===== src/rtl/alu_pkg.sv =====
// Shared definitions for the arbitrated ALU: opcode encodings, the
// response-register state encoding and an opcode legality helper.
package alu_pkg;

    localparam logic [3:0] OP_AND = 4'b0000;
    localparam logic [3:0] OP_OR  = 4'b0001;
    localparam logic [3:0] OP_ADD = 4'b0010;
    localparam logic [3:0] OP_SUB = 4'b0110;
    localparam logic [3:0] OP_SLT = 4'b1000;
    localparam logic [3:0] OP_SHL = 4'b1001;
    localparam logic [3:0] OP_SHR = 4'b1010;

    // Response register occupancy.
    typedef enum logic {
        ST_EMPTY = 1'b0,
        ST_FULL  = 1'b1
    } state_e;

    // True for every opcode the ALU implements.
    function automatic logic op_supported(input logic [3:0] op);
        case (op)
            OP_AND, OP_OR, OP_ADD, OP_SUB,
            OP_SLT, OP_SHL, OP_SHR: return 1'b1;
            default:                return 1'b0;
        endcase
    endfunction

endpackage


===== src/rtl/alu_core.sv =====
// Purely combinational 8-bit ALU. Unsupported opcodes produce X; the caller
// is responsible for masking them.
module alu_core
    import alu_pkg::*;
(
    input  logic [7:0] i_a,
    input  logic [7:0] i_b,
    input  logic [3:0] i_op,
    output logic [7:0] o_y
);

    // Decode the opcode and compute the 8-bit modulo result.
    always_comb begin
        // NOTE: assigning a default before the case keeps every path driven,
        // so no latch is inferred; X here lets synthesis optimise the
        // don't-care opcodes.
        o_y = 'x;
        case (i_op)
            OP_AND: o_y = i_a & i_b;
            OP_OR:  o_y = i_a | i_b;
            OP_ADD: o_y = i_a + i_b;
            OP_SUB: o_y = i_a - i_b;
            OP_SLT: o_y = {7'd0, (i_a < i_b)};
            OP_SHL: o_y = (i_b >= 8'd8) ? 8'h00 : (i_a << i_b[2:0]);
            OP_SHR: o_y = (i_b >= 8'd8) ? 8'h00 : (i_a >> i_b[2:0]);
            default: ;
        endcase
    end

endmodule


===== src/rtl/alu_arbiter.sv =====
// Two-requester round-robin front end for a shared ALU with a single
// registered response slot and per-requester saturating grant counters.
module alu_arbiter
    import alu_pkg::*;
#(
    parameter logic [7:0] ERR_RESULT = 8'h00,
    parameter int         CNT_W      = 16
) (
    input  logic             clk,
    input  logic             rst_n,
    input  logic             req0_valid,
    output logic             req0_ready,
    input  logic [7:0]       req0_a,
    input  logic [7:0]       req0_b,
    input  logic [3:0]       req0_op,
    input  logic             req1_valid,
    output logic             req1_ready,
    input  logic [7:0]       req1_a,
    input  logic [7:0]       req1_b,
    input  logic [3:0]       req1_op,
    output logic             rsp_valid,
    input  logic             rsp_ready,
    output logic             rsp_id,
    output logic [7:0]       rsp_result,
    output logic             rsp_err,
    output logic [CNT_W-1:0] grant_cnt0,
    output logic [CNT_W-1:0] grant_cnt1
);

    state_e           r_state;
    state_e           w_state_next;
    logic             r_last;          // requester granted at the last transfer
    logic [7:0]       r_rsp_result;
    logic             r_rsp_id;
    logic             r_rsp_err;
    logic [CNT_W-1:0] r_cnt0;
    logic [CNT_W-1:0] r_cnt1;

    logic             w_can_accept;
    logic             w_grant;
    logic             w_xfer;
    logic [7:0]       w_a;
    logic [7:0]       w_b;
    logic [3:0]       w_op;
    logic [7:0]       w_alu_y;
    logic             w_op_ok;

    // The slot can take a new operation when empty or being drained this cycle.
    assign w_can_accept = (r_state == ST_EMPTY) || rsp_ready;

    // Round-robin: a lone requester wins; under contention the one not
    // served last time wins. With no requester the grant idles at 0.
    assign w_grant = (req0_valid && req1_valid) ? ~r_last : req1_valid;

    assign req0_ready = w_can_accept && !w_grant;
    assign req1_ready = w_can_accept &&  w_grant;
    assign w_xfer     = (req0_valid && req0_ready) || (req1_valid && req1_ready);

    // Operand mux feeding the single shared ALU.
    assign w_a  = w_grant ? req1_a  : req0_a;
    assign w_b  = w_grant ? req1_b  : req0_b;
    assign w_op = w_grant ? req1_op : req0_op;

    alu_core u_alu (
        .i_a  (w_a),
        .i_b  (w_b),
        .i_op (w_op),
        .o_y  (w_alu_y)
    );

    assign w_op_ok = op_supported(w_op);

    // State register for the response slot.
    always_ff @(posedge clk or negedge rst_n) begin
        // NOTE: sequential state is updated with non-blocking assignments so
        // every flop samples pre-edge values regardless of block ordering.
        if (!rst_n) r_state <= ST_EMPTY;
        else        r_state <= w_state_next;
    end

    // Next-state logic: a transfer always fills the slot; a drain without
    // a refill empties it; otherwise the slot holds.
    always_comb begin
        w_state_next = r_state;
        case (r_state)
            ST_EMPTY: if (w_xfer) w_state_next = ST_FULL;
            ST_FULL: begin
                if (w_xfer)         w_state_next = ST_FULL;
                else if (rsp_ready) w_state_next = ST_EMPTY;
            end
            default: w_state_next = ST_EMPTY;
        endcase
    end

    // Capture the response of the granted operation; an illegal opcode is
    // replaced by ERR_RESULT so the ALU's X never escapes.
    always_ff @(posedge clk or negedge rst_n) begin
        if (!rst_n) begin
            r_rsp_result <= 8'h00;
            r_rsp_id     <= 1'b0;
            r_rsp_err    <= 1'b0;
        end else if (w_xfer) begin
            r_rsp_result <= w_op_ok ? w_alu_y : ERR_RESULT;
            r_rsp_id     <= w_grant;
            r_rsp_err    <= !w_op_ok;
        end
    end

    // Priority pointer moves only on a transfer; reset favours requester 0.
    always_ff @(posedge clk or negedge rst_n) begin
        if (!rst_n)      r_last <= 1'b1;
        else if (w_xfer) r_last <= w_grant;
    end

    // Saturating per-requester transfer counters.
    always_ff @(posedge clk or negedge rst_n) begin
        if (!rst_n) begin
            r_cnt0 <= '0;
            r_cnt1 <= '0;
        end else if (w_xfer) begin
            if (!w_grant && (r_cnt0 != '1)) r_cnt0 <= r_cnt0 + 1'b1;
            if ( w_grant && (r_cnt1 != '1)) r_cnt1 <= r_cnt1 + 1'b1;
        end
    end

    assign rsp_valid  = (r_state == ST_FULL);
    assign rsp_id     = r_rsp_id;
    assign rsp_result = r_rsp_result;
    assign rsp_err    = r_rsp_err;
    assign grant_cnt0 = r_cnt0;
    assign grant_cnt1 = r_cnt1;

endmodule


===== config.mk =====
export PLATFORM = sky130hd
export DESIGN_NAME = alu_arbiter
export DESIGN_NICKNAME = d
export VERILOG_FILES = /design/src/rtl/alu_pkg.sv /design/src/rtl/alu_core.sv /design/src/rtl/alu_arbiter.sv
export SDC_FILE = /design/constraint.sdc
export NUM_CORES = 1
export LEC_CHECK = 0
export BUFFER_PORTS_ARGS = -buffer_cell sky130_fd_sc_hd__buf_2
export CAP_MARGIN = 20
export CELL_PAD_IN_SITES_DETAIL_PLACEMENT = 1
export CELL_PAD_IN_SITES_GLOBAL_PLACEMENT = 2
export CORE_UTILIZATION = 35
export CTS_CLUSTER_SIZE = 40
export DETAILED_ROUTE_END_ITERATION = 16
export PLACE_DENSITY_LB_ADDON = 0.1
export SLEW_MARGIN = 40
export SYNTH_ARGS = -nofsm -noshare
export SYNTH_HDL_FRONTEND = slang
export SYNTH_SLANG_ARGS = --single-unit

===== constraint.sdc =====
create_clock -name clk -period 6.25 [get_ports clk]
set_clock_uncertainty 0.15 [all_clocks]
set_input_delay 1.25 -clock clk [delete_from_list [all_inputs] [get_ports clk]]
set_output_delay 1.25 -clock clk [all_outputs]
set_load 0.005 [all_outputs]

# Yosys cells after proc, flatten, opt, wreduce, memory -nomap -nowiden
# Cells that the tools add are included.
# word_totals
output_inout_bits,45
word_cells,55
ff_bits,44
# op_classes
reduce_logical,15
n_lt_le_gt_ge,2
mux,13
n_bitwise,4
add_sub_neg,4
n_eq_ne,8
shifts,2
# ops
operator,count
8-bit case mux with 7 select lines,1
8-bit two-way mux,5
"16-bit by 1-bit adder with 16-bit output, second input constant",2
"16-bit != test, second input constant",2
"4-bit == test, second input constant",3
8-bit adder,1
8-bit AND,1
"8-bit by 4-bit greater-or-equal comparator with 1-bit output, second input constant",1
8-bit less-than comparator,1
8-bit bitwise OR,1
8-bit by 3-bit left shift with 8-bit output,1
8-bit by 3-bit >> shifter with 8-bit output,1
8-bit subtractor,1
1-bit logical AND,7
7-bit OR reduction,1
1-bit two-way mux,5
"4-bit by 1-bit == test with 1-bit output, second input constant",1
"4-bit by 2-bit == test with 1-bit output, second input constant",1
"4-bit by 3-bit == test with 1-bit output, second input constant",1
4-bit logical NOT,1
4-bit two-way mux,1
2-bit AND reduction,2
1-bit logical NOT,2
1-bit logical OR,2
other kinds (2),3

# Longest topological paths before layout
# Gate-level depths: netlist of run 1.
# logic_depth
depth_word,8
ltp_mapped,15
ltp_nobuf,13

# Cells and area by module
# A second synthesis of run 1 with hierarchy kept.
# hier_totals
cells_unflattened,423
area_unflattened_um2,4042.6
# by_module_without_submodules
module,seq_area_each_um2,n_inst,cells_per_inst,area_each_um2
alu_arbiter,1102.3,1,201,2280.9
alu_core,0.0,1,222,1761.7

# Least setup slack after synthesis of run 1
# Ideal clock, no wire load.
# synth_path
path_type,input to register
startpoint,in req1_valid
endpoint,"reg r_rsp_result[5], in the netlist rsp_result[5]"
cell_stages,13
path_slack_ns,2.043
required_ns,5.968
t_arrival_ns,3.926
n_path_buf,2
cell_sequence,a21boi_1 > buf_4 > buf_2 > mux2i_1 > inv_1 > ha_1 > nand2b_1 > a2111oi_0 > nor3_1 > o22ai_1 > xnor2_1 > a221oi_2 > a22oi_1
# synth_between
elab_chain_cells,7
word_cells_on_any_way,31
# synth_lines
element,line,text
start: declaration,alu_arbiter.sv:16,"input logic req1_valid,"
1-bit logical AND,alu_arbiter.sv:53,assign w_grant = (req0_valid && req1_valid) ? ~r_last : req1_valid;
1-bit two-way mux,alu_arbiter.sv:53,
"8-bit two-way mux, or another cell as far along",alu_arbiter.sv:61,assign w_b = w_grant ? req1_b : req0_b;
"8-bit by 4-bit greater-or-equal comparator with 1-bit output, or another cell as far along","alu_core.sv:24, alu_core.sv:25",
"8-bit two-way mux, or another cell as far along",alu_core.sv:25,OP_SHR: o_y = (i_b >= 8'd8) ? 8'h00 : (i_a >> i_b[2:0]);
8-bit case mux with 7 select lines / 1-bit two-way mux (equally long branches),"alu_core.sv:18, alu_pkg.sv:21",
8-bit two-way mux,alu_arbiter.sv:103,r_rsp_result <= w_op_ok ? w_alu_y : ERR_RESULT;
end signal: assignment,alu_arbiter.sv:103,
end: declaration,alu_arbiter.sv:33,logic [7:0] r_rsp_result;
# Parallel ways exist; a longest one is shown, timed or not.
# A chain may end at the register's enable or synchronous reset.

# Worst setup path after layout of run 1
# layout_path
startpoint,in req0_valid
endpoint,"reg r_rsp_result[5], in the netlist rsp_result[5]"
# layout_between
elab_chain_cells,7
word_cells_on_any_way,31
# layout_lines
element,line,text
start: declaration,alu_arbiter.sv:11,"input logic req0_valid,"
1-bit logical AND,alu_arbiter.sv:53,
1-bit two-way mux,alu_arbiter.sv:53,
"8-bit two-way mux, or another cell as far along",alu_arbiter.sv:61,
"8-bit by 4-bit greater-or-equal comparator with 1-bit output, or another cell as far along","alu_core.sv:24, alu_core.sv:25",
"8-bit two-way mux, or another cell as far along",alu_core.sv:25,
8-bit case mux with 7 select lines / 1-bit two-way mux (equally long branches),"alu_core.sv:18, alu_pkg.sv:21",
8-bit two-way mux,alu_arbiter.sv:103,
# Parallel ways exist; a longest one is shown, timed or not.

==> run summary, run 1 <==
The number of nets in the synthesized netlist came out at 581. The count of inserted antenna diode cells is 0. The worst relative slew slack is 0.466. The launch point of the worst hold path is rsp_id. The floorplan step defined a core boundary enclosing 11700 um^2. Measured along the x axis, the die boundary spans 112 um. The longest individual stage delay on the worst path came out at 0.58 ns. Setup repair after global routing left no endpoint under its margin. The routed layout has 4148 vias. TritonCTS built the clock tree. The switching power summed over all nets came out at 430 uW. The area enclosed by the die boundary came out at 12600 um^2. The cell depth of the worst min-delay path came out at 2. The synthesized design contains 0 enable-type register cells. The area overhead of the layout relative to synthesis came out at 16.1%. The critical path contains buffers and inverters numbering 2 combined.

Clock-pin slew was measured on the worst setup and hold paths at 0.06 ns. Of the total power, the clock network draws 0.226. In this run the number of H-tree levels came out at 2. The aggregate global routing overflow came out at 0. The global-route track usage on met1 is 0.301. The worst setup path is captured at a flop. The clock sink count is 44. The total setup buffers inserted after CTS is 0. The cell internal power dissipation is 676 uW. Synthesis handed over a netlist of 506 instances.

The estimated wirelength of the detail-placed design is 11.0 mm. The most critical setup path has its startpoint at req0_valid. The final net count came out at 659. The setup path with the least slack is of type input pin to flop. For this run, asynchronously set or reset flops after synthesis account for 1.00. The post-route minimum period came out at 4.54 ns.

The first-iteration detailed-routing DRC count is 228. Before antenna repair, the detailed router went through 5 iterations. The top-level port count came out at 90. The most used flip-flop cell after synthesis is dfrtp_1. STA classifies the critical path startpoint as an input pin. The number of buffers inserted during clock tree synthesis is 5. Of the synthesized area, sequential elements account for 0.258. The global-route track usage on met2 is 0.369. The Yosys step of the flow raised 0 warnings. The initial cell density of the core is 0.366. The upper clock frequency limit is 0.220 GHz. Broken down by cell family, the worst path's largest delay share belongs to compound AO/OA/AOI/OAI gates. The via count of the first global-routing pass is 4218. The maximum number of pins on one net before global-route repair came out at 45. The slowest stage of the critical path belongs to the cell mux2i_1. The residual DRC count came out at 0.

The routability-driven placement congestion ratio is 0.882. The path with the worst hold slack has its endpoint at rsp_id. Of the available clock period, the critical path in the final layout requires 0.726. The actual slew at the worst max-slew pin came out at 0.791 ns. The netlist uses 72 different library cells.

Dividing total power by cell area gives a power density of 223 nW/um^2. The wire length of the first global-routing pass is 22.7 mm. The share of final-layout standard cells stronger than drive strength 1 came out at 0.217.

The leakage power summed over all cells came out at 0.00230 uW. The number of antenna violations at the first check in global routing is 0. In this run the clock root is driven by a clkbuf_16.

The global routing stage identified its most utilized layer as met2. The beginning of the worst register-to-register path is r_last. The largest voltage drop on the vdd net came out at 0.124 mV. For the worst-skew pair, the clock arrives at the later sink with an insertion delay of 0.28 ns. The via-per-instance ratio is 5.71. After synthesis the netlist holds a flip-flop and latch count of 44. The count of cells along the worst register-to-register path is 11. The switching share of power is 0.389.

The cell area after synthesis is 4270 um^2. Traced cell by cell, the critical path runs through buf_2, a21bo_4, mux2i_1, inv_1, ha_1, nand2b_1, a2111oi_0, nor3_1, o22ai_1, xnor2_1, a221oi_2, a22oi_1. The flow ran to the end, and the final reports show no timing, DRC or antenna violations. The wire length after detailed routing came out at 13.8 mm. For this run, global-route usage on met3 was measured as 0.0292.

At the worst endpoint, the arrival time is 4.53 ns. The antenna violation net count after detailed routing came out at 0. The max-slew violation total from the final report was 0. The number of maximum-capacitance constraint violations is 0. The worst path meets setup with 1.71 ns of slack. The pre-CTS setup slack came out at 1.43 ns. The type of the most critical hold path is flop to flop. The biggest fanout along the worst timing path is 40. The hold violation count in the final report is 0. For this run, the total global-route usage over all layers was measured as 0.225.

Counting along the longest clock path gives a buffer depth of 2. The routed length per instance is 19.0 um. The register-to-register path setup slack is 2.28 ns.

The count of buffers from port buffering is 89. Setup violations remaining at the end of the flow were counted as 0. The logic gate share of total power came out at 0.417. The average size of a mapped cell came out at 8.44 um^2. In this run the critical register-to-register path is captured at rsp_result[5].

Of the total power, registers draw 0.357. The utilization after layout came out at 0.425. The floorplan has 39 rows. Gates resized during post-CTS repair numbered 0. The die span in y is 112 um. The quantity of hold-fixing buffers added after cts is 0.

The sum of negative setup slack came out at 0 ns. For the worst setup path, the data required time is 6.24 ns.
routing by layer:
layer / part of all wire / routed length (um)
met5: 0 / 0
met4: 0.029 / 397
met3: 0.041 / 565
met2: 0.47 / 6440
met1: 0.46 / 6410
worst min-delay path, stage by stage, from the launching register on:
cell	delay [ns]
dfrtp_1	0.34
nand2_1	0.05
nand2_1	0.05
cells by family after synthesis:
group,count (synthesis),synth area share
adders and majority gates,30,0.0914
AOI/OAI and AO/OA,118,0.197
xor gates and xnor gates,36,0.0738
DFF,44,0.258
buffers and inverters,53,0.0574
and+or+nand+nor,186,0.221
muxes,39,0.101
final cells by class:
cell class                 count  area (um^2)
fill                        1452         6700
multi-input combinational    409         2950
sequential                    44         1100
timing repair buffer          92          470
tap                          143          179
clock buffer                   5          125
inverter                      32          120
clock inverter                 2         12.5
stage by stage:
step           instance area [um^2]  std cells  total power [uW]  hold WS (ns)
2_1_floorplan                  4270        506               686         0.304
5_1_grt                        4960        727              1190         0.361
6_report                       4960        727              1110         0.322
3_5_place_dp                   4810        720               860         0.316
3_3_place_gp                   4800        720               848         0.307
4_1_cts                        4950        727              1120         0.330
power groups by stage:
stage / Combinational [uW] / Sequential, uW / Clock [uW]
2_1_floorplan: 290 / 396 / 0
3_3_place_gp: 450 / 398 / 0
3_5_place_dp: 458 / 402 / 0
4_1_cts: 461 / 396 / 259
5_1_grt: 513 / 404 / 269
6_report: 461 / 395 / 250
sequential cells by signal, indices dropped and copies added, names as in the netlist:
register	cells
grant_cnt0	16
grant_cnt1	16
r_last	1
rsp_err	1
rsp_id	1
rsp_result	8
rsp_valid	1
how the worst max path moves through the flow:
| stage | end | slack (ns) | depth (start not counted) |
|---|---|---|---|
| final | rsp_result[5] | 1.71 | 12 |
| after global routing | rsp_result[5] | 1.37 | 12 |
| after CTS | rsp_result[5] | 1.73 | 12 |
| after detailed placement | rsp_result[5] | 1.43 | 12 |
| after global placement | rsp_result[5] | 1.47 | 13 |
| after floorplan | rsp_result[5] | 2.04 | 13 |
synthesized netlist by cell type, types with 9 or more instances:
cell type | count | area (um^2)
nor2b_1 | 13 | 81.3
nand2b_1 | 10 | 62.6
a211oi_1 | 10 | 75.1
xnor2_1 | 27 | 236
ha_1 | 28 | 350
nor3_1 | 21 | 105
o21ai_0 | 19 | 95.1
mux2i_1 | 28 | 280
buf_2 | 10 | 50.1
nor2_1 | 23 | 86.3
xor2_1 | 9 | 78.8
nand3_1 | 25 | 125
a21oi_1 | 23 | 115
dfrtp_1 | 43 | 1080
inv_1 | 29 | 109
nand2_1 | 57 | 214
layout by cell type (no fill, tap or decap), types with 7 or more instances in the layout:
cell | Yosys | routed
o21ai_0 | 19 | 19
dfrtp_1 | 43 | 43
mux2i_1 | 28 | 28
nor3_1 | 21 | 21
xnor2_1 | 27 | 27
nor2b_1 | 13 | 13
a211oi_1 | 10 | 10
a21oi_1 | 23 | 23
inv_1 | 29 | 29
nand2_1 | 57 | 57
ha_1 | 28 | 28
nand3_1 | 25 | 25
a31oi_1 | 8 | 7
nor2_1 | 23 | 23
xor2_1 | 9 | 9
buf_2 | 10 | 88
nand2b_1 | 10 | 10
o211ai_1 | 8 | 8
Note: power is estimated with default switching activity, not from simulation.
==> run 2, diff against run 1 <==
--- a/config.mk
+++ b/config.mk
@@ -9,7 +9,7 @@
 export CAP_MARGIN = 20
 export CELL_PAD_IN_SITES_DETAIL_PLACEMENT = 1
 export CELL_PAD_IN_SITES_GLOBAL_PLACEMENT = 2
-export CORE_UTILIZATION = 35
+export CORE_UTILIZATION = 30
 export CTS_CLUSTER_SIZE = 40
 export DETAILED_ROUTE_END_ITERATION = 16
 export PLACE_DENSITY_LB_ADDON = 0.1
==> constraint.sdc (replaced) <==
create_clock -name clk -period 3.9 [get_ports clk]
set_clock_uncertainty 0.15 [all_clocks]
set_input_delay 0.78 -clock clk [delete_from_list [all_inputs] [get_ports clk]]
set_output_delay 0.78 -clock clk [all_outputs]
set_load 0.005 [all_outputs]
==> run summary, run 2 (synthesis gave the netlist of run 1 again) <==
The start-to-end type of the worst setup path is input pin to flop (unchanged). The leakage power summed over all cells is 0.00245 uW (was 0.00230 uW). The hold violation count in the final report came out at 0 (unchanged). The startpoint type of the worst setup path is an input pin (unchanged). The capture point of the worst path was rsp_result[5] (unchanged). The critical path endpoint category is a flop (unchanged). The final count of negative-setup-slack endpoints came to 0 (unchanged). The overall track demand over capacity in global routing was 0.201 (was 0.225). The horizontal die dimension came out at 121 um (was 112 um). The launching element of the worst setup path is req1_valid (was req0_valid).

The relative contribution of sequential cells to total power is 0.347 (was 0.357). The number of antenna violations at the first check in global routing came out at 0 (unchanged). The logic gate share of total power came out at 0.426 (was 0.417). The wire length after detailed routing came out at 14.3 mm (was 13.8 mm). The area enclosed by the die boundary came out at 14700 um^2 (was 12600 um^2).

The register-to-register path setup slack came out at 0.57 ns (was 2.28 ns). The antenna violation net count after detailed routing is 0 (unchanged). The most common library cell in the layout ignoring fill and taps is buf_2 (unchanged).

The top-level port count is 90 (unchanged). The total via count in the routed design was 4204 (was 4148). The count of cells along the worst register-to-register path came out at 12 (was 11). The area of all sequential standard cells is 1100 um^2 (unchanged). The capture point of the worst reg-to-reg path is rsp_result[5] (unchanged). The post-route minimum period came out at 3.43 ns.

Of the available clock period, the critical path in the final layout requires 0.881. The number of buffers inserted during clock tree synthesis came to 5 (unchanged). The clock sink count is 44 (unchanged). Top library cells by usage in the layout, fill and taps aside: buf_2, nand2_1, dfrtp_1, buf_4, inv_1 (was buf_2, nand2_1, dfrtp_1, inv_1). The estimated wirelength of the detail-placed design is 11.7 mm (was 11.0 mm). The via-per-instance ratio is 5.30 (was 5.71). The standard cell with the maximum stage delay on the critical path is mux2i_1 (unchanged). The TritonCTS clock tree was yes (unchanged).

The count of buffers from port buffering was 89 (unchanged). The area overhead of the layout relative to synthesis is 21.9% (was 16.1%). The beginning of the worst register-to-register path is r_last (unchanged). Status: completed (unchanged). The share of final-layout standard cells stronger than drive strength 1 is 0.253 (was 0.217).

The count of non-filler cells in the finished layout was 793 (was 727). Timing would allow up to 0.291 GHz. The worst relative slew slack came to 0.486 (was 0.466). The count of inserted antenna diode cells came out at 0 (unchanged). The max-slew violation total from the final report came to 0 (unchanged). The switching share of power is 0.384 (was 0.389).

The wire length of the first global-routing pass came out at 23.4 mm (was 22.7 mm). The die span in y came to 121 um (was 112 um). The aggregate global routing overflow was 0 (unchanged). The total setup buffers inserted after CTS came out at 0 (unchanged). The actual slew at the worst max-slew pin is 0.769 ns (was 0.791 ns). The number of gates resized after CTS is 0 (unchanged). Ordered list of cells on the worst path: buf_2, a21boi_4, mux2i_1, inv_1, ha_1, a2111oi_0, buf_4, nor3_1, o22ai_1, xnor2_1, a221oi_2, a22oi_1 (was buf_2, a21bo_4, mux2i_1, inv_1, ha_1, nand2b_1, a2111oi_0, nor3_1, o22ai_1, xnor2_1, a221oi_2, a22oi_1). The final net count is 687 (was 659). The standard cell core area is 13900 um^2 (was 11700 um^2). The largest voltage drop on the vdd net is 0.178 mV (was 0.124 mV).

The switching power summed over all nets came out at 701 uW (was 430 uW). The biggest fanout along the worst timing path came out at 8 (was 40). The maximum count of clock buffers along a single path is 2 (unchanged).

The total number of placement rows came out at 43 (was 39). The cell at the root of the clock tree is clkbuf_16 (unchanged). The fraction of power consumed by the clock network came to 0.227 (was 0.226). The initial cell density of the core is 0.308 (was 0.366). The quantity of hold-fixing buffers added after cts is 0 (unchanged). The cell total after placement is 785 (was 720). The data arrival time at the worst-slack endpoint came out at 3.43 ns (was 4.53 ns). The type of the most critical hold path is input pin to asynchronous set/reset pin (was flop to flop).

The depth of the CTS H-tree came out at 2 (unchanged). The cell internal power dissipation is 1120 uW (was 676 uW). The required time at the worst-slack endpoint is 3.89 ns (was 6.24 ns).

The routability-driven placement congestion ratio is 0.839 (was 0.882). The via count of the first global-routing pass is 4496 (was 4218). The residual DRC count is 0 (unchanged). The clock slew at the register clock pins of the worst setup and hold paths came out at 0.06 ns (about the same). The count of filler cells inserted in the layout came out at 1696 (was 1452).

The longest individual stage delay on the worst path came to 0.43 ns (was 0.58 ns). The number of maximum-capacitance constraint violations is 0 (unchanged). The first-iteration detailed-routing DRC count is 187 (was 228).

The clock insertion delay at the later pin of the skew report came out at 0.29 ns (was 0.28 ns). The sum of negative setup slack is 0 ns (unchanged). The maximum number of pins on one net before global-route repair came out at 41 (was 45). The number of iterations in the first detailed-routing pass came to 4 (was 5). RSZ-0062 raised after global routing: no (unchanged).

The routed length per instance came out at 18.0 um (was 19.0 um). The area of combinational cells with multiple inputs came to 2930 um^2 (was 2950 um^2). The total power density per cell area came out at 350 nW/um^2 (was 223 nW/um^2).
-- run 2: layout make-up --
type / count / share of cell area
clock inverters: 3 / 0.00360
clock buffers: 5 / 0.0240
repair buffers: 120 / 0.131
flip-flops and latches: 44 / 0.212
inverters: 32 / 0.0231
well taps: 180 / 0.0433
multi-input cells: 409 / 0.564
-- run 2: worst min-delay path by stage --
stage                     slack (ns)  cells past startpoint            end
after floorplan                 0.30                      2         r_last
after global placement          0.31                      2         rsp_id
after detailed placement        0.32                      2  rsp_result[0]
after CTS                       0.34                      2  rsp_result[0]
after global routing            0.36                      1  grant_cnt0[9]
final                           0.33                      1  grant_cnt0[6]
-- run 2: routing by layer --
metal / wire [um] / track usage / part of all wire / vias up
met5: 0 / 0 / 0 / -
met4: 247 / 0.0694 / 0.017 / 0
met3: 538 / 0.0235 / 0.038 / 15
met2: 6760 / 0.338 / 0.47 / 109
met1: 6710 / 0.264 / 0.47 / 2032
li1: - / - / - / 2048
-- run 2: power groups by stage --
stage | Combinational, uW | Clock, uW | Sequential, uW
floorplan | 465 | 0 | 635
global placement | 772 | 0 | 638
detailed placement | 782 | 0 | 645
CTS | 785 | 433 | 635
global route | 870 | 446 | 651
finish | 776 | 414 | 633
-- run 2: worst max-delay path: cells and delay by family --
kind | cells | cell delay [ns]
buf+inv | 3 | 0.43
xor+xnor | 1 | 0.10
mux | 1 | 0.43
simple gates | 1 | 0.04
fa+ha+maj | 1 | 0.32
compound gates | 5 | 1.31
-- run 2: stage by stage --
step,utilization,hold WS [ns],cell area [um^2],setup slack [ns],total power (uW)
5_1_grt,0.375,0.364,5210,0.238,1970
3_3_place_gp,0.365,0.310,5060,0.173,1410
6_report,0.375,0.326,5210,0.466,1820
3_5_place_dp,0.365,0.322,5060,0.128,1430
2_1_floorplan,-,0.304,4270,0.163,1100
4_1_cts,0.375,0.337,5210,0.420,1850
==> run 3, diff against run 2 <==
--- a/config.mk
+++ b/config.mk
@@ -9,7 +9,8 @@
 export CAP_MARGIN = 20
 export CELL_PAD_IN_SITES_DETAIL_PLACEMENT = 1
 export CELL_PAD_IN_SITES_GLOBAL_PLACEMENT = 2
-export CORE_UTILIZATION = 30
+export CORE_UTILIZATION = 36
+export CTS_BUF_LIST = sky130_fd_sc_hd__clkbuf_8
 export CTS_CLUSTER_SIZE = 40
 export DETAILED_ROUTE_END_ITERATION = 16
 export PLACE_DENSITY_LB_ADDON = 0.1
==> constraint.sdc (replaced) <==
create_clock -name clk -period 4.22 [get_ports clk]
set_clock_uncertainty 0.15 [all_clocks]
set_input_delay 0.844 -clock clk [delete_from_list [all_inputs] [get_ports clk]]
set_output_delay 0.844 -clock clk [all_outputs]
set_load 0.005 [all_outputs]
==> run summary, run 3 (synthesis gave the netlist of run 1 again) <==
Status: completed (unchanged). The biggest fanout along the worst timing path is 16 (was 8). The count of cells along the worst register-to-register path is 12 (unchanged).

The area of all sequential standard cells came out at 1100 um^2 (unchanged). The cell depth of the worst min-delay path came out at 2. The cell at the root of the clock tree was clkbuf_8 (was clkbuf_16).

The pre-CTS setup slack came out at 0.251 ns (was 0.128 ns). The via count of the first global-routing pass came out at 4188 (was 4496). Derived from the worst setup path, the maximum achievable clock frequency is 0.275 GHz. The max-slew violation total from the final report came out at 0 (unchanged). The total number of placement rows came to 39 (was 43). The final net count came out at 677 (was 687). The startpoint type of the worst setup path is an input pin (unchanged).

The total via count in the routed design is 4173 (was 4204). The routability-driven placement congestion ratio is 0.887 (was 0.839). The ratio of final minimum period to clock period is 0.861.

The estimated wirelength of the detail-placed design came out at 11.1 mm (was 11.7 mm). The antenna violation net count after detailed routing is 0 (unchanged). The hold violation count in the final report is 0 (unchanged). The area overhead of the layout relative to synthesis came out at 18.0% (was 21.9%). The utilization after layout came out at 0.439 (was 0.375).

The horizontal die dimension was 111 um (was 121 um). The post-route minimum period is 3.63 ns. The data arrival time at the worst-slack endpoint came out at 3.65 ns (was 3.43 ns).

The number of maximum-capacitance constraint violations came out at 0 (unchanged). The standard cell core area is 11500 um^2 (was 13900 um^2). The clock slew at the register clock pins of the worst setup and hold paths is 0.09 ns (was 0.06 ns). The required time at the worst-slack endpoint is 4.24 ns (was 3.89 ns). The total power density per cell area is 313 nW/um^2 (was 350 nW/um^2). The count of inserted antenna diode cells came out at 0 (unchanged).

The maximum count of clock buffers along a single path is 2 (unchanged). The terminating pin of the worst hold path is rsp_result[2]. The largest voltage drop on the vdd net is 0.232 mV (was 0.178 mV).

RSZ-0062 raised after global routing: no (unchanged). The number of antenna violations at the first check in global routing came to 0 (unchanged). The quantity of hold-fixing buffers added after cts came out at 0 (unchanged). The final worst slack came to 0.586 ns (was 0.466 ns). The overall track demand over capacity in global routing came out at 0.229 (was 0.201).

The maximum number of pins on one net before global-route repair came out at 45 (was 41). The critical path endpoint category is a flop (unchanged). The top-level port count came out at 90 (unchanged). The share of final-layout standard cells stronger than drive strength 1 is 0.240 (was 0.253). The count of buffers from port buffering came to 89 (unchanged). The number of buffers inserted during clock tree synthesis is 5 (unchanged). The TritonCTS clock tree was yes (unchanged). The area enclosed by the die boundary came out at 12300 um^2 (was 14700 um^2). The most common library cell in the layout ignoring fill and taps is buf_2 (unchanged). The wire length after detailed routing came out at 13.9 mm (was 14.3 mm).

The wire length of the first global-routing pass is 22.6 mm (was 23.4 mm). The first-iteration detailed-routing DRC count was 278 (was 187). The number of iterations in the first detailed-routing pass came to 4 (unchanged). The final count of negative-setup-slack endpoints came to 0 (unchanged). The worst relative slew slack was 0.524 (was 0.486).

The via-per-instance ratio was 5.59 (was 5.30). The number of gates resized after CTS came to 0 (unchanged). The count of filler cells inserted in the layout is 1442 (was 1696). In this run the most critical hold path is launched from rsp_result[2].

The initial cell density of the core is 0.372 (was 0.308). The residual DRC count came out at 0 (unchanged). The leakage power summed over all cells came to 0.00237 uW (was 0.00245 uW). The area of combinational cells with multiple inputs is 2940 um^2 (was 2930 um^2). The start-to-end type of the worst setup path is input pin to flop (unchanged). The clock insertion delay at the later pin of the skew report came out at 0.31 ns (was 0.29 ns).

The routed length per instance is 18.6 um (was 18.0 um). The depth of the CTS H-tree came out at 2 (unchanged). The register-to-register path setup slack was 0.77 ns (was 0.57 ns). The sum of negative setup slack is 0 ns (unchanged). The worst hold slack is 0.337 ns (was 0.326 ns). Top library cells by usage in the layout, fill and taps aside: buf_2, nand2_1, dfrtp_1, inv_1 (was buf_2, nand2_1, dfrtp_1, buf_4, inv_1). The aggregate global routing overflow is 0 (unchanged). The type of the most critical hold path is flop to flop (was input pin to asynchronous set/reset pin).

The beginning of the worst register-to-register path is r_last (unchanged). The clock sink count came out at 44 (unchanged). The die span in y is 111 um (was 121 um). The capture point of the worst reg-to-reg path is rsp_result[5] (unchanged). The actual slew at the worst max-slew pin is 0.710 ns (was 0.769 ns). The total setup buffers inserted after CTS came out at 0 (unchanged).
## run 3: cell types whose count changed in the layout (fill, tap and decap cells not counted), sizes merged
cell      delta
clkinvlp     +1
inv          +1
clkbuf       +1
clkinv       -3
buf         -10
## run 3: through the flow
| stage | std cells | instance area [um^2] | total power [uW] |
|---|---|---|---|
| after floorplan | 506 | 4270 | 1020 |
| after global placement | 738 | 4940 | 1280 |
| after detailed placement | 738 | 4940 | 1300 |
| after CTS | 746 | 5030 | 1590 |
| after global routing | 746 | 5040 | 1700 |
| final | 746 | 5040 | 1580 |
## run 3: worst max path at each step
| stage | start | endpoint | slack (ns) | cells past startpoint |
|---|---|---|---|---|
| 3_3_place_gp | req0_valid | rsp_result[5] | 0.29 | 13 |
| 4_1_cts | req1_valid | rsp_result[5] | 0.59 | 13 |
| 5_1_grt | req1_valid | rsp_result[5] | 0.32 | 14 |
| 3_5_place_dp | req1_valid | rsp_result[5] | 0.25 | 13 |
| 2_1_floorplan | req1_valid | rsp_result[5] | 0.42 | 13 |
| 6_report | req1_valid | rsp_result[5] | 0.59 | 14 |
## run 3: final cells by class
cell class                      instances  area share
Multi-Input combinational cell        409       0.583
Sequential cell                        44       0.219
Timing Repair Buffer                  110       0.120
Tap cell                              143      0.0355
Inverter                               32      0.0238
Clock buffer                            6      0.0164
Clock inverter                          2     0.00223
## run 3: critical path, stage by stage
cell and delay (ns):
buf_2 0.13, a21boi_4 0.49, buf_4 0.25, nand2_1 0.05, and2_1 0.15, ha_1 0.35, inv_1 0.10, a2111oi_0 0.39
buf_4 0.19, nor3_1 0.04, o22ai_1 0.19, xnor2_1 0.10, a221oi_2 0.24, a22oi_1 0.13
## run 3: routing by layer
metal | vias up | track usage | share of wire
met2 | 102 | 0.385 | 0.47
met4 | 0 | 0.0720 | 0.021
met5 | - | 0 | 0
met3 | 18 | 0.0241 | 0.031
li1 | 2018 | - | -
met1 | 2035 | 0.309 | 0.48
## run 3: where the power goes
part	total, uW	leakage, uW	internal, uW	switching, uW
logic	704	0.00175	309	395
clock network	287	0.0000486	131	156
registers	587	0.000571	497	90.2
total	1580	0.00237	936	642
